==> config.mk <==
export PLATFORM = sky130hd
export DESIGN_NAME = multdiv_ctrl_flat
export DESIGN_NICKNAME = d
export VERILOG_FILES = /design/src/rtl/multdiv_if.sv /design/src/rtl/multdiv_ctrl.sv /design/src/flat_wrapper.sv
export SDC_FILE = /design/constraint.sdc
export NUM_CORES = 1
export LEC_CHECK = 0
export BUFFER_PORTS_ARGS = -buffer_cell sky130_fd_sc_hd__buf_2
export CORE_MARGIN = 1
export CORE_UTILIZATION = 40
export CTS_BUF_LIST = sky130_fd_sc_hd__clkbuf_4 sky130_fd_sc_hd__clkbuf_8 sky130_fd_sc_hd__clkbuf_16
export DETAILED_ROUTE_END_ITERATION = 8
export GPL_ROUTABILITY_DRIVEN = 0
export PLACE_DENSITY = 0.72
export SLEW_MARGIN = 20
export SYNTH_ARGS = -nofsm -noshare
export SYNTH_HDL_FRONTEND = slang
export SYNTH_SLANG_ARGS = --single-unit
==> constraint.sdc <==
create_clock -name clk -period 4.31 [get_ports clk]
set_input_delay 0.2155 -clock clk [delete_from_list [all_inputs] [get_ports clk]]
set_output_delay 0.2155 -clock clk [all_outputs]
set_load 0.05 [all_outputs]
==> src/rtl/multdiv_if.sv <==
// Handshake bundle between the X-stage decode, the multiply/divide unit and
// the X/M capture logic, as seen by the multdiv_ctrl sequencer.
interface multdiv_if #(
  parameter int RD_W = 5
);
  logic            mult;
  logic            div;
  logic            flush;
  logic [31:0]     a_in;
  logic [31:0]     b_in;
  logic [RD_W-1:0] rd_in;
  logic            ctrl_mult;
  logic            ctrl_div;
  logic [31:0]     op_a;
  logic [31:0]     op_b;
  logic            unit_rdy;
  logic [31:0]     unit_result;
  logic            unit_exception;
  logic            stall;
  logic            busy;
  logic            result_valid;
  logic [31:0]     result;
  logic [RD_W-1:0] result_rd;
  logic            exception;

  modport slave (
    input  mult, div, flush, a_in, b_in, rd_in,
    input  unit_rdy, unit_result, unit_exception,
    output ctrl_mult, ctrl_div, op_a, op_b,
    output stall, busy, result_valid, result, result_rd, exception
  );

  modport master (
    output mult, div, flush, a_in, b_in, rd_in,
    output unit_rdy, unit_result, unit_exception,
    input  ctrl_mult, ctrl_div, op_a, op_b,
    input  stall, busy, result_valid, result, result_rd, exception
  );
endinterface

==> src/rtl/multdiv_ctrl.sv <==
// Sequencer for the multi-cycle multiply/divide unit beside the X stage.
// Optional macro MULTDIV_PERF_EN adds a saturating stall-cycle counter output.
module multdiv_ctrl #(
  parameter int TIMEOUT = 40,
  parameter int RD_W    = 5
) (
  input  logic        clk,
  input  logic        reset,
  multdiv_if.slave    bus
`ifdef MULTDIV_PERF_EN
  ,
  output logic [31:0] stall_cycles
`endif
);

  localparam int CNT_W = $clog2(TIMEOUT + 1);

  typedef enum logic [1:0] {
    S_IDLE,
    S_ISSUE,
    S_WAIT,
    S_DONE
  } state_t;

  state_t          state;
  state_t          state_nxt;
  logic [CNT_W-1:0] cnt;
  logic [RD_W-1:0] rd_q;
  logic            start;
  logic            capture;
  logic            go_issue;
  logic            finish;
  logic            fin_exc;
  logic [31:0]     fin_result;

  // mult takes priority when both decode bits are set
  assign start = (bus.mult | bus.div) & ~bus.flush;

  always_comb begin
    state_nxt  = state;
    capture    = 1'b0;
    go_issue   = 1'b0;
    finish     = 1'b0;
    fin_exc    = 1'b0;
    fin_result = '0;
    case (state)
      S_IDLE: begin
        if (start) begin
          capture = 1'b1;
          if (!bus.mult && bus.b_in == 32'd0) begin
            state_nxt = S_DONE;
            finish    = 1'b1;
            fin_exc   = 1'b1;
          end else begin
            state_nxt = S_ISSUE;
            go_issue  = 1'b1;
          end
        end
      end
      S_ISSUE: state_nxt = S_WAIT;
      S_WAIT: begin
        if (bus.unit_rdy) begin
          state_nxt  = S_DONE;
          finish     = 1'b1;
          fin_result = bus.unit_result;
          fin_exc    = bus.unit_exception;
        end else if (cnt == CNT_W'(TIMEOUT - 1)) begin
          state_nxt = S_DONE;
          finish    = 1'b1;
          fin_exc   = 1'b1;
        end
      end
      S_DONE:  state_nxt = S_IDLE;
      default: state_nxt = S_IDLE;
    endcase
  end

  always_ff @(posedge clk) begin
    if (!reset) begin
      state <= S_IDLE;
      cnt   <= '0;
    end else begin
      state <= state_nxt;
      if (state == S_ISSUE) begin
        cnt <= '0;
      end else if (state == S_WAIT) begin
        cnt <= cnt + CNT_W'(1);
      end
    end
  end

  // Registered outputs: start pulses and strobes live exactly one cycle,
  // operands and result hold until the next capture.
  always_ff @(posedge clk) begin
    if (!reset) begin
      bus.ctrl_mult    <= 1'b0;
      bus.ctrl_div     <= 1'b0;
      bus.result_valid <= 1'b0;
      bus.exception    <= 1'b0;
      bus.op_a         <= '0;
      bus.op_b         <= '0;
      bus.result       <= '0;
      rd_q             <= '0;
    end else begin
      bus.ctrl_mult    <= go_issue & bus.mult;
      bus.ctrl_div     <= go_issue & ~bus.mult;
      bus.result_valid <= finish;
      bus.exception    <= finish & fin_exc;
      if (capture) begin
        bus.op_a <= bus.a_in;
        bus.op_b <= bus.b_in;
        rd_q     <= bus.rd_in;
      end
      if (finish) begin
        bus.result <= fin_result;
      end
    end
  end

  assign bus.result_rd = rd_q;
  assign bus.stall     = (state == S_IDLE && start) || state == S_ISSUE || state == S_WAIT;
  assign bus.busy      = (state == S_ISSUE) || (state == S_WAIT);

`ifdef MULTDIV_PERF_EN
  function automatic logic [31:0] sat_inc(input logic [31:0] v);
    return (v == 32'hFFFF_FFFF) ? v : v + 32'd1;
  endfunction

  always_ff @(posedge clk) begin
    if (!reset) begin
      stall_cycles <= '0;
    end else if (bus.stall) begin
      stall_cycles <= sat_inc(stall_cycles);
    end
  end
`endif

endmodule

==> src/flat_wrapper.sv <==
// flat-port wrapper written by rule: the top's interface ports become plain ports
module multdiv_ctrl_flat 
#(
  parameter int TIMEOUT = 40,
  parameter int RD_W    = 5
)
  (clk, reset, bus_mult, bus_div, bus_flush, bus_a_in, bus_b_in, bus_rd_in, bus_unit_rdy, bus_unit_result, bus_unit_exception, bus_ctrl_mult, bus_ctrl_div, bus_op_a, bus_op_b, bus_stall, bus_busy, bus_result_valid, bus_result, bus_result_rd, bus_exception);
  multdiv_if #(.RD_W(RD_W)) bus_i ();
  input  logic clk;
  input  logic reset;
  input wire logic [$bits(bus_i.mult)-1:0] bus_mult;
  input wire logic [$bits(bus_i.div)-1:0] bus_div;
  input wire logic [$bits(bus_i.flush)-1:0] bus_flush;
  input wire logic [$bits(bus_i.a_in)-1:0] bus_a_in;
  input wire logic [$bits(bus_i.b_in)-1:0] bus_b_in;
  input wire logic [$bits(bus_i.rd_in)-1:0] bus_rd_in;
  input wire logic [$bits(bus_i.unit_rdy)-1:0] bus_unit_rdy;
  input wire logic [$bits(bus_i.unit_result)-1:0] bus_unit_result;
  input wire logic [$bits(bus_i.unit_exception)-1:0] bus_unit_exception;
  output wire logic [$bits(bus_i.ctrl_mult)-1:0] bus_ctrl_mult;
  output wire logic [$bits(bus_i.ctrl_div)-1:0] bus_ctrl_div;
  output wire logic [$bits(bus_i.op_a)-1:0] bus_op_a;
  output wire logic [$bits(bus_i.op_b)-1:0] bus_op_b;
  output wire logic [$bits(bus_i.stall)-1:0] bus_stall;
  output wire logic [$bits(bus_i.busy)-1:0] bus_busy;
  output wire logic [$bits(bus_i.result_valid)-1:0] bus_result_valid;
  output wire logic [$bits(bus_i.result)-1:0] bus_result;
  output wire logic [$bits(bus_i.result_rd)-1:0] bus_result_rd;
  output wire logic [$bits(bus_i.exception)-1:0] bus_exception;
  assign bus_i.mult = bus_mult;
  assign bus_i.div = bus_div;
  assign bus_i.flush = bus_flush;
  assign bus_i.a_in = bus_a_in;
  assign bus_i.b_in = bus_b_in;
  assign bus_i.rd_in = bus_rd_in;
  assign bus_i.unit_rdy = bus_unit_rdy;
  assign bus_i.unit_result = bus_unit_result;
  assign bus_i.unit_exception = bus_unit_exception;
  assign bus_ctrl_mult = bus_i.ctrl_mult;
  assign bus_ctrl_div = bus_i.ctrl_div;
  assign bus_op_a = bus_i.op_a;
  assign bus_op_b = bus_i.op_b;
  assign bus_stall = bus_i.stall;
  assign bus_busy = bus_i.busy;
  assign bus_result_valid = bus_i.result_valid;
  assign bus_result = bus_i.result;
  assign bus_result_rd = bus_i.result_rd;
  assign bus_exception = bus_i.exception;
  multdiv_ctrl #(.TIMEOUT(TIMEOUT), .RD_W(RD_W)) u_core (.clk(clk), .reset(reset), .bus(bus_i));
endmodule
==> metrics <==
flop and latch count out of synthesis=113; Die ar.=10990 sq um; Rows=37; instance count after placement with tap cells included=767; combinational cell fraction of total power=0.309; worst clock skew=0.01982 ns; status=finished, final reports clean; count of placed standard cells in the final layout, fillers left out=901; quantity of hold-fixing buffers added after cts=102; TritonCTS Buffers=17; leading post-synthesis cells by instance count=nand2_1, dfxtp_1, a21boi_0; number of synthesized flops with an enable pin=0; maximum number of pins on one net before global-route repair=80; Setup crit start kind=flop; Overall Power=0.003949 W; highest clock rate=409.1 MHz; critical-path cell list=inv_1, ha_1, and2_2, or3_1, buf_2; final cell utilization of the core=0.6777; number of antenna violations at the first check in global routing=0; layout net count=864; gate count after technology mapping=449; total global routing track utilization=0.2467; normalized max-slew margin=0.2925; number of iterations in the first detailed-routing pass=5; total net switching power=0.001476 W; register area share after synthesis=0.5348; average instance area after synthesis=9.422 sq um; Tcrit/Tclk final=0.5672; mean routed wirelength per cell=14.95 microns; die extent in x=104.8 microns; FFs w/ async S/R, synth=0; worst min path class=primary input to flop; total power divided by cell area=566.9 nW/um^2; total count of hold-check failures in the final report=0; part of the total power dissipated in sequential elements=0.319; maximum clock insertion buffer count=2; unrepaired setup endpoints after global routing=no; clock tree from TritonCTS=yes; total via count after detailed routing=4486; time the worst path needs with I/O delays and setup=2.444 ns; clock transition at the register clock pins on the worst setup and hold paths after CTS=0.06 ns; leak pwr=3.170 nW; Initial Util=0.4116; layout-stage area growth over the synthesis result=64.66%; Power Internal=0.002473 W; worst slack at placement=1.992 ns; commonest register cell after synthesis=dfxtp_1; arrival time of data at the critical path endpoint=2.23 ns; total negative slack=0 ns; source of the worst register-to-register timing path=u_core.cnt[0]; placeable core area=10280 sq um; capturing element type of the critical path=output pin; via count of the first global-routing pass=4566; Max stage delay cell, worst path=and2_2; sum of overflow across all layers after global routing=0; cell with the most instances after synthesis=nand2_1; final wirelength=13470 microns; number of clock sinks=113; Peak supply drop=330.8 uV; area taken by flip-flops and latches=2262 sq um; switching part of the total=0.3738; Resize count post-CTS=0; Via density=4.979; # Max-Cap Violations=0; H-tree level count=4; startpoint of the tightest hold check path=bus_unit_rdy; most area-consuming cells after synthesis=dfxtp_1, nand2_1, a21boi_0, a32o_1, clkbuf_1; nets in the synthesized netlist=561; antenna cells=0; post-detail-place hpwl=7759 microns; total of buffers placed on input and output ports=214; clock latency on the worst-skew pair=0.52 ns; min setup slack post-route=1.866 ns; transition time at the pin with the least slew margin=1.061 ns; wire length of the first global-routing pass=21360 microns; number of DRC markers in iteration 0=282; Required @ worst endpoint=4.09 ns; Die Y=104.8 microns; fraction of synthesized cell area taken by the top area cell type=0.5348; Layout fillers=773; worst setup path category=flop to output pin; final antenna-violating net count=0; Clock Tree Root=clkbuf_8; Top-Level Pins=215; max-slew violation total from the final report=0; clock network fraction of total power=0.372; Multi-input gate area=1783 sq um; Netlist Area Pre-Place=4230 sq um; Setup crit start=u_core.state[1]; share of final-layout standard cells stronger than drive strength 1=0.3464; slowest stage delay, CP=0.58 ns; post-synth cell types=36; largest fanout on the critical path=33; remaining design rule violation count=0; Post CTS Setup Buffer Count=0; Final setup viols=0; number of synthesis warnings=0; library cell with the largest summed area after synthesis=dfxtp_1
-- per-layer routing --
| metal | up-vias | GRT usage | share of wire |
|---|---|---|---|
| met4 | 0 | 0.1157 | 0.024 |
| met5 | - | 0 | 0 |
| met2 | 226 | 0.4234 | 0.49 |
| met3 | 28 | 0.08609 | 0.085 |
| li1 | 2161 | - | - |
| met1 | 2071 | 0.2726 | 0.40 |
-- metrics by stage --
stage / instance area [sq um] / hold WS (ns)
finish: 6965 / 0.1834
global route: 6965 / 0.2115
CTS: 6964 / 0.2011
detailed placement: 5319 / 0.4252
global placement: 5319 / 0.4228
floorplan: 4230 / 0.2929
-- worst paths after layout --
check                                        endpoint  slack (ns)  cells past startpoint
worst max-delay path                        bus_stall        1.87                      5
worst min-delay path             u_core.bus.exception        0.18                      4
worst max register to register  u_core.bus.result[28]        1.98                      4
worst min register to register    u_core.bus.op_a[13]        0.46                      2
-- cell type report --
cell class | count | share of cell area
clock inverters | 15 | 0.03018
inverters | 3 | 0.001617
well taps | 136 | 0.02443
clock buffers | 17 | 0.05946
flip-flops and latches | 113 | 0.3248
multi-input cells | 298 | 0.2560
repair buffers | 319 | 0.3036
-- critical path, delay by kind of cell (launching register included) --
kind	cells	cell delay, ns
adder cells (fa/ha/maj)	1	0.23
buffers and inverters	2	0.34
AND/OR/NAND/NOR	2	0.80
flip-flops	1	0.33
-- cell families (layout without fill, tap and decap cells) --
group,after synthesis,in the layout,synth area share
AOI/OAI and AO/OA,112,112,0.2206
xor gates and xnor gates,4,4,0.008283
adders and majority gates,4,4,0.01183
buffers and inverters,38,354,0.04496
DFF,113,113,0.5348
muxes,1,1,0.002366
and+or+nand+nor,177,177,0.1772
-- state kept, by name, indices dropped and copies added (netlist names) --
signal	cells
u_core.bus.ctrl_div	1
u_core.bus.ctrl_mult	1
u_core.bus.exception	1
u_core.bus.op_a	32
u_core.bus.op_b	32
u_core.bus.result	32
u_core.bus.result_rd	5
u_core.bus.result_valid	1
u_core.cnt	6
u_core.state	2
-- power groups by stage --
stage          Sequential [W]  Combinational [W]  Clock (W)
2_1_floorplan         0.00171           0.000424          0
3_3_place_gp          0.00127            0.00112          0
3_5_place_dp          0.00128            0.00114          0
4_1_cts               0.00126            0.00121    0.00148
5_1_grt               0.00128            0.00131    0.00154
6_report              0.00126            0.00122    0.00147
-- cells in the final DEF (no fill, tap or decap), drive strengths merged, types with 2 or more instances in the layout --
cell         instances
and3                 2
ha                   4
nor2                 9
o221a                2
a21boi              70
nor3                 2
clkinv               7
xor2                 3
or3                  3
nand2              142
dfxtp              113
inv                  5
bufinv               4
nand2b               3
buf                217
a32o                32
nor4                 8
a21oi                2
nand4                4
dlygate4sd3        102
clkinvlp             2
clkbuf              17
Power figures use the tool's default switching activity.
